### config.mk
export PLATFORM = sky130hd
export DESIGN_NAME = systolic_fir_array
export DESIGN_NICKNAME = d
export VERILOG_FILES = /design/src/rtl/systolic_fir_array.sv
export SDC_FILE = /design/constraint.sdc
export NUM_CORES = 2
export LEC_CHECK = 0
export ABC_AREA = 1
export CAP_MARGIN = 5
export CORE_MARGIN = 2
export CORE_UTILIZATION = 55
export CTS_BUF_LIST = sky130_fd_sc_hd__clkbuf_4 sky130_fd_sc_hd__clkbuf_8 sky130_fd_sc_hd__clkbuf_16
export DETAILED_ROUTE_END_ITERATION = 8
export PLACE_DENSITY = 0.7
export SYNTH_ARGS = -nofsm -noshare
export SYNTH_HDL_FRONTEND = slang
export SYNTH_SLANG_ARGS = --single-unit
### constraint.sdc
create_clock -name clk_i -period 5.3 [get_ports clk_i]
set_input_delay 1.06 -clock clk_i [delete_from_list [all_inputs] [get_ports clk_i]]
set_output_delay 1.06 -clock clk_i [all_outputs]
set_load 0.1 [all_outputs]
### src/rtl/systolic_fir_array.sv
// Weight-stationary systolic FIR engine with LOAD/RUN modes, a three-stage pipeline
// (history shift, per-tap products, adder tree) and a credit-protected output FIFO.
module systolic_fir_array #(
   parameter int width_p     = 8,
   parameter int taps_p      = 8,
   parameter int acc_width_p = 2*width_p + $clog2(taps_p),
   parameter int fifo_els_p  = 4
) (
   input  logic                   clk_i,
   input  logic                   reset_i,
   input  logic                   en_i,
   input  logic                   mode_i,
   input  logic                   flush_i,
   input  logic                   valid_i,
   output logic                   ready_o,
   input  logic [width_p-1:0]     data_i,
   output logic                   valid_o,
   input  logic                   yumi_i,
   output logic [acc_width_p-1:0] data_o,
   output logic                   busy_o,
   output logic                   idle_o,
   output logic [3:0]             onehot_o
);
   localparam int prod_w_lp = 2*width_p;
   localparam int tap_w_lp  = $clog2(taps_p);
   localparam int ptr_w_lp  = (fifo_els_p > 1) ? $clog2(fifo_els_p) : 1;
   localparam int cnt_w_lp  = $clog2(fifo_els_p + 1);
   localparam int crd_w_lp  = cnt_w_lp + 1;

   typedef enum logic [1:0] {st_idle, st_load, st_run, st_drain} state_e;

   state_e                 state_q, state_d;
   logic [tap_w_lp-1:0]    tap_cnt_q, tap_cnt_d;
   logic                   alive_q, alive_d;
   logic                   busy_q, busy_d;
   logic [3:0]             onehot_q, onehot_d;
   logic [width_p-1:0]     coef_q [taps_p];
   logic [width_p-1:0]     coef_d [taps_p];
   logic [width_p-1:0]     hist_q [taps_p];
   logic [width_p-1:0]     hist_d [taps_p];
   logic [prod_w_lp-1:0]   prod_q [taps_p];
   logic [prod_w_lp-1:0]   prod_d [taps_p];
   logic                   hist_v_q, hist_v_d, prod_v_q, prod_v_d, sum_v_q, sum_v_d;
   logic [acc_width_p-1:0] sum_q, sum_d;
   logic [acc_width_p-1:0] mem_q [fifo_els_p];
   logic [acc_width_p-1:0] mem_d [fifo_els_p];
   logic [ptr_w_lp-1:0]    wr_ptr_q, wr_ptr_d, rd_ptr_q, rd_ptr_d;
   logic [cnt_w_lp-1:0]    count_q, count_d;

   logic [crd_w_lp-1:0]    credit;
   logic                   accept, push, pop, pipe_empty, take_sample, clear_hist;

   assign pipe_empty = ~(hist_v_q | prod_v_q | sum_v_q);
   // Every accepted beat holds a credit until it is popped, so the FIFO can never overflow.
   assign credit     = crd_w_lp'(count_q) + crd_w_lp'(hist_v_q) + crd_w_lp'(prod_v_q)
                     + crd_w_lp'(sum_v_q);
   assign ready_o    = en_i & alive_q & (state_q != st_drain) & (credit < crd_w_lp'(fifo_els_p));
   assign accept     = valid_i & ready_o & ~flush_i;
   assign valid_o    = (count_q != '0);
   assign pop        = yumi_i & valid_o;
   assign push       = en_i & sum_v_q;
   assign data_o     = mem_q[rd_ptr_q];
   assign busy_o     = busy_q;
   assign onehot_o   = onehot_q;
   assign idle_o     = (state_q == st_idle) & pipe_empty & ~valid_o;

   always_comb begin
      // NOTE: every _d starts from its _q, so no branch below can leave a latch behind.
      state_d     = state_q;
      tap_cnt_d   = tap_cnt_q;
      alive_d     = 1'b1;
      coef_d      = coef_q;
      hist_d      = hist_q;
      prod_d      = prod_q;
      hist_v_d    = hist_v_q;
      prod_v_d    = prod_v_q;
      sum_v_d     = sum_v_q;
      sum_d       = sum_q;
      mem_d       = mem_q;
      wr_ptr_d    = wr_ptr_q;
      rd_ptr_d    = rd_ptr_q;
      take_sample = 1'b0;
      clear_hist  = 1'b0;

      if (en_i) begin
         hist_v_d = 1'b0;
         prod_v_d = hist_v_q;
         sum_v_d  = prod_v_q;
         sum_d    = '0;
         for (int k = 0; k < taps_p; k++) begin
            prod_d[k] = prod_w_lp'(coef_q[k]) * prod_w_lp'(hist_q[k]);
            sum_d     = sum_d + acc_width_p'(prod_q[k]);
         end
         unique case (state_q)
            st_idle:
               if (flush_i) clear_hist = 1'b1;
               else if (accept && mode_i) begin
                  coef_d[0] = data_i;
                  tap_cnt_d = tap_w_lp'(1);
                  state_d   = st_load;
               end else if (accept) begin
                  take_sample = 1'b1;
                  state_d     = st_run;
               end
            st_load:
               if (flush_i) begin
                  tap_cnt_d = '0;
                  state_d   = st_idle;
               end else if (accept) begin
                  coef_d[tap_cnt_q] = data_i;
                  if (tap_cnt_q == tap_w_lp'(taps_p - 1)) begin
                     tap_cnt_d = '0;
                     state_d   = st_idle;
                  end else tap_cnt_d = tap_cnt_q + tap_w_lp'(1);
               end
            st_run:
               if (flush_i) state_d = st_drain;
               else if (accept) take_sample = 1'b1;
            st_drain:
               if (pipe_empty && !valid_o) begin
                  clear_hist = 1'b1;
                  state_d    = st_idle;
               end
         endcase
         if (take_sample) begin
            hist_v_d  = 1'b1;
            hist_d[0] = data_i;
            for (int k = 1; k < taps_p; k++) hist_d[k] = hist_q[k-1];
         end
         if (clear_hist) begin
            for (int k = 0; k < taps_p; k++) hist_d[k] = '0;
         end
      end

      busy_d = (state_d != st_idle);
      unique case (state_d)
         st_idle:  onehot_d = 4'b0001;
         st_load:  onehot_d = 4'b0010;
         st_run:   onehot_d = 4'b0100;
         st_drain: onehot_d = 4'b1000;
      endcase

      // The output side keeps popping while en_i is low; only the push is frozen.
      if (push) begin
         mem_d[wr_ptr_q] = sum_q;
         wr_ptr_d = (wr_ptr_q == ptr_w_lp'(fifo_els_p - 1)) ? '0 : wr_ptr_q + ptr_w_lp'(1);
      end
      if (pop) rd_ptr_d = (rd_ptr_q == ptr_w_lp'(fifo_els_p - 1)) ? '0 : rd_ptr_q + ptr_w_lp'(1);
      count_d = count_q + cnt_w_lp'(push) - cnt_w_lp'(pop);
   end

   // NOTE: coefficient, history and FIFO storage are reset as well, because a reset must
   // discard loaded taps and leave data_o at zero.
   always_ff @(posedge clk_i or negedge reset_i) begin
      if (!reset_i) begin
         state_q   <= st_idle;
         tap_cnt_q <= '0;
         alive_q   <= 1'b0;
         busy_q    <= 1'b0;
         onehot_q  <= 4'b0001;
         hist_v_q  <= 1'b0;
         prod_v_q  <= 1'b0;
         sum_v_q   <= 1'b0;
         sum_q     <= '0;
         wr_ptr_q  <= '0;
         rd_ptr_q  <= '0;
         count_q   <= '0;
         for (int k = 0; k < taps_p; k++) begin
            coef_q[k] <= '0;
            hist_q[k] <= '0;
            prod_q[k] <= '0;
         end
         for (int i = 0; i < fifo_els_p; i++) mem_q[i] <= '0;
      end else begin
         // NOTE: non-blocking updates make every flop see pre-edge values regardless of order.
         state_q   <= state_d;
         tap_cnt_q <= tap_cnt_d;
         alive_q   <= alive_d;
         busy_q    <= busy_d;
         onehot_q  <= onehot_d;
         hist_v_q  <= hist_v_d;
         prod_v_q  <= prod_v_d;
         sum_v_q   <= sum_v_d;
         sum_q     <= sum_d;
         wr_ptr_q  <= wr_ptr_d;
         rd_ptr_q  <= rd_ptr_d;
         count_q   <= count_d;
         coef_q    <= coef_d;
         hist_q    <= hist_d;
         prod_q    <= prod_d;
         mem_q     <= mem_d;
      end
   end
endmodule

==> flow_summary.ini <==
[setup_path]
crit_path_cell_trace = inv_1 -> o21ai_0 -> o22ai_1 -> clkdlybuf4s50_1
worstSetupStartpoint = rd_ptr_q[1]$_DFFE_PN0P_
path_class = reg2out
rr_startpoint = hist_q[51]$_DFFE_PN0P_
reg2reg_slack_ps = 990
max_stage_delay_ps = 1190
cp-start-kind = register
endpoint_kind = primary output
crit_slowest_cell = clkdlybuf4s50_1
crit_required_ps = 4240
r2r-end = prod_q[107]$_DFFE_PN0P_
r2r_cells = 16
critPathCapture = data_o[5]
cp.arrival_ps = 3580
cp_max_fo = 21

[cells_and_area]
seq_area_um2 = 9310
nFillCells = 5930
area_growth_pct = 6.58
fin_nets = 5190
antenna_cells = 0
multi_input_area_um2 = 21600
drive_gt1_share_pct = 2.82
final_util_pct = 59.3

[drt]
wire_per_inst_um = 16.9
via_count = 28070
ant_nets = 0
drt_wl_total_um = 90500
drt_iter0_markers = 2187
drc_errors = 0
via_per_inst = 5.24
dr.pass1.iters = 6

[die]
start_util_pct = 55.7
core_area_um2 = 64600
io_pins = 42
rows = 93
die_w_um = 260
die_height_um = 260
dieArea_um2 = 67400

[sta]
clock-skew-final_ps = 49.2
fin_crit_ps = 4640
drv_slew = 0
fmaxAchievable_ghz = 0.215
worst-slew-pin-transition_ps = 1170
hold_viol_final = 0
grt_setup_unrepaired = no
setup_viol = 0
final.period_utilization_pct = 87.6
maxSlewHeadroom_pct = 21.5
fin_setup_tns_ps = 0

[synthesis]
synth_fp_nets = 5304
ys_seq_area_share_pct = 25.9
yosysTopAreaCell = dfrtp_1
synth-simple-area-share_pct = 17.5
yosysTopAreaCellShare_pct = 25.8
yosysMostFrequentCell = nand2_1
synth_area_um2 = 36000
synth_compound_area_share_pct = 8.62
synthFlopType = dfrtp_1
async_flop_share_pct = 100
synth_fa_ha_area_share_pct = 32.6
synth_top_family_by_area = adder cells
synthTopCellsByArea = dfrtp_1 (26%), fa_1 (21%), nand2_1 (12%)
ys_warn_count = 0
synth_commonest_cells = nand2_1 (1117), inv_1 (1116), fa_1 (385)
syn_avg_cell_area_um2 = 7.85
synth_xor_area_share_pct = 1.24
ys_ff_latch = 372
netlist-cell-type-count = 41
synth_cells = 4582
synth_mux_area_share_pct = 0
synth_edf_count = 0

[grt]
grt_remaining_overflow = 0
grt_pass1_wl_um = 150000
gr-usage-all-layers_pct = 27.9
grt_start_max_net_pins = 175
antenna_found_initial = 2
grt_pass1_vias = 28086

[place]
port-buffer-count = 41
hpwl_um = 69300
gp_congestion = 0.915

[pwr]
leakage_uw = 0.0231
finalPower_uw = 9910
power_per_cell_area_nw_per_um2 = 259
ir_worst_vdd_mv = 0.258

[clock_tree]
cts_setup_buffers = 0
htreeDepth = 2
clock_sinks = 372
cts_tree = done
clockBufferDepth = 3
cts_buffers = 46
clk_latency_ps = 620
cts_resized = 0
root_buffer = clkbuf_16
cts_hold_buffers = 0
path_clk_slew_ps = 60

[run_status]
status = complete, no violations

[flow_run]
maxCapViolations = 0

[hold_path]
hp-class = in2async
per-layer routing:
metal	global-route usage, %	wire length (um)	vias up
li1	-	-	13556
met1	40.1	41700	13668
met2	45.0	42100	714
met3	3.86	4720	130
met4	6.69	1990	2
met5	0	18	-
cells in the final DEF (no fill, tap or decap), drive strengths merged, types with 2 or more instances in the layout:
master         instances
nor3                  27
nand2               1122
buf                   19
bufinv                 4
o22ai                 24
inv                 1121
o21a                  16
nand3                216
ha                   322
nand3b                 3
clkdlybuf4s50         38
clkinv                16
a31oi                  5
dfrtp                371
nor2                 134
xor2                  24
clkbuf                58
o21bai                18
a21oi                108
clkinvlp               2
a21o                   2
nand4                 36
o21ai                381
a211o                  9
xnor2                 27
fa                   385
a21boi                 9
registers in the layout, indices dropped and copies added, names as in the netlist:
signal / count
rd_ptr_q: 2
hist_q: 64
onehot_o: 4
coef_q: 64
prod_v_q: 1
sum_q: 19
tap_cnt_q: 3
state_q: 2
mem_q: 76
busy_o: 1
prod_q: 128
wr_ptr_q: 2
alive_q: 1
count_q: 3
hist_v_q: 1
sum_v_q: 1
cells by family (layout without fill, tap and decap cells):
kind of cell / Yosys count / after routing
AND/OR/NAND/NOR: 1539 / 1539
buffers and inverters: 1337 / 1258
adder cells (fa/ha/maj): 707 / 707
AO/OA/AOI/OAI: 575 / 575
flip-flops: 372 / 372
XOR/XNOR: 51 / 51
other: 1 / 1
stage by stage:
| stage | setup slack, ps | instance area, um^2 | instances | hold WS, ps |
|---|---|---|---|---|
| 2_1_floorplan | 1310 | 36000 | 4582 | 448 |
| 3_3_place_gp | 1100 | 36700 | 5275 | 462 |
| 3_5_place_dp | 1060 | 36700 | 5275 | 468 |
| 4_1_cts | 636 | 38300 | 5358 | 431 |
| 5_1_grt | 567 | 38300 | 5358 | 460 |
| 6_report | 657 | 38300 | 5358 | 431 |
worst min path at each step:
stage / end / depth (start not counted) / from / slack, ps
6_report: prod_q[101]$_DFFE_PN0P_ / 1 / reset_i / 430
5_1_grt: prod_q[101]$_DFFE_PN0P_ / 1 / reset_i / 460
4_1_cts: prod_q[101]$_DFFE_PN0P_ / 1 / reset_i / 430
3_5_place_dp: mem_q[43]$_DFFE_PN0P_ / 2 / mem_q[43]$_DFFE_PN0P_ / 470
3_3_place_gp: mem_q[32]$_DFFE_PN0P_ / 2 / mem_q[32]$_DFFE_PN0P_ / 460
2_1_floorplan: mem_q[19]$_DFFE_PN0P_ / 2 / mem_q[19]$_DFFE_PN0P_ / 450
worst max-delay path, delay by kind of cell (launching register included):
family | cells | cell delay, ps
AO/OA/AOI/OAI | 2 | 470
flip-flops | 1 | 680
buffers and inverters | 2 | 1840
where the power goes:
| group | leakage (uW) | total [uW] | internal [uW] | switching [uW] |
|---|---|---|---|---|
| Clock | 0.000791 | 3320 | 1950 | 1380 |
| Sequential | 0.00511 | 3630 | 3190 | 443 |
| Combinational | 0.0172 | 2960 | 799 | 2160 |
area by class of cell:
| class | count | area share (%) |
|---|---|---|
| multi-input cells | 2873 | 56.3 |
| flip-flops and latches | 372 | 24.3 |
| inverters | 1118 | 11.0 |
| clock buffers | 58 | 3.37 |
| well taps | 855 | 2.79 |
| repair buffers | 57 | 1.49 |
| clock inverters | 25 | 0.803 |
No activity file was read; power rests on OpenSTA's default activity.
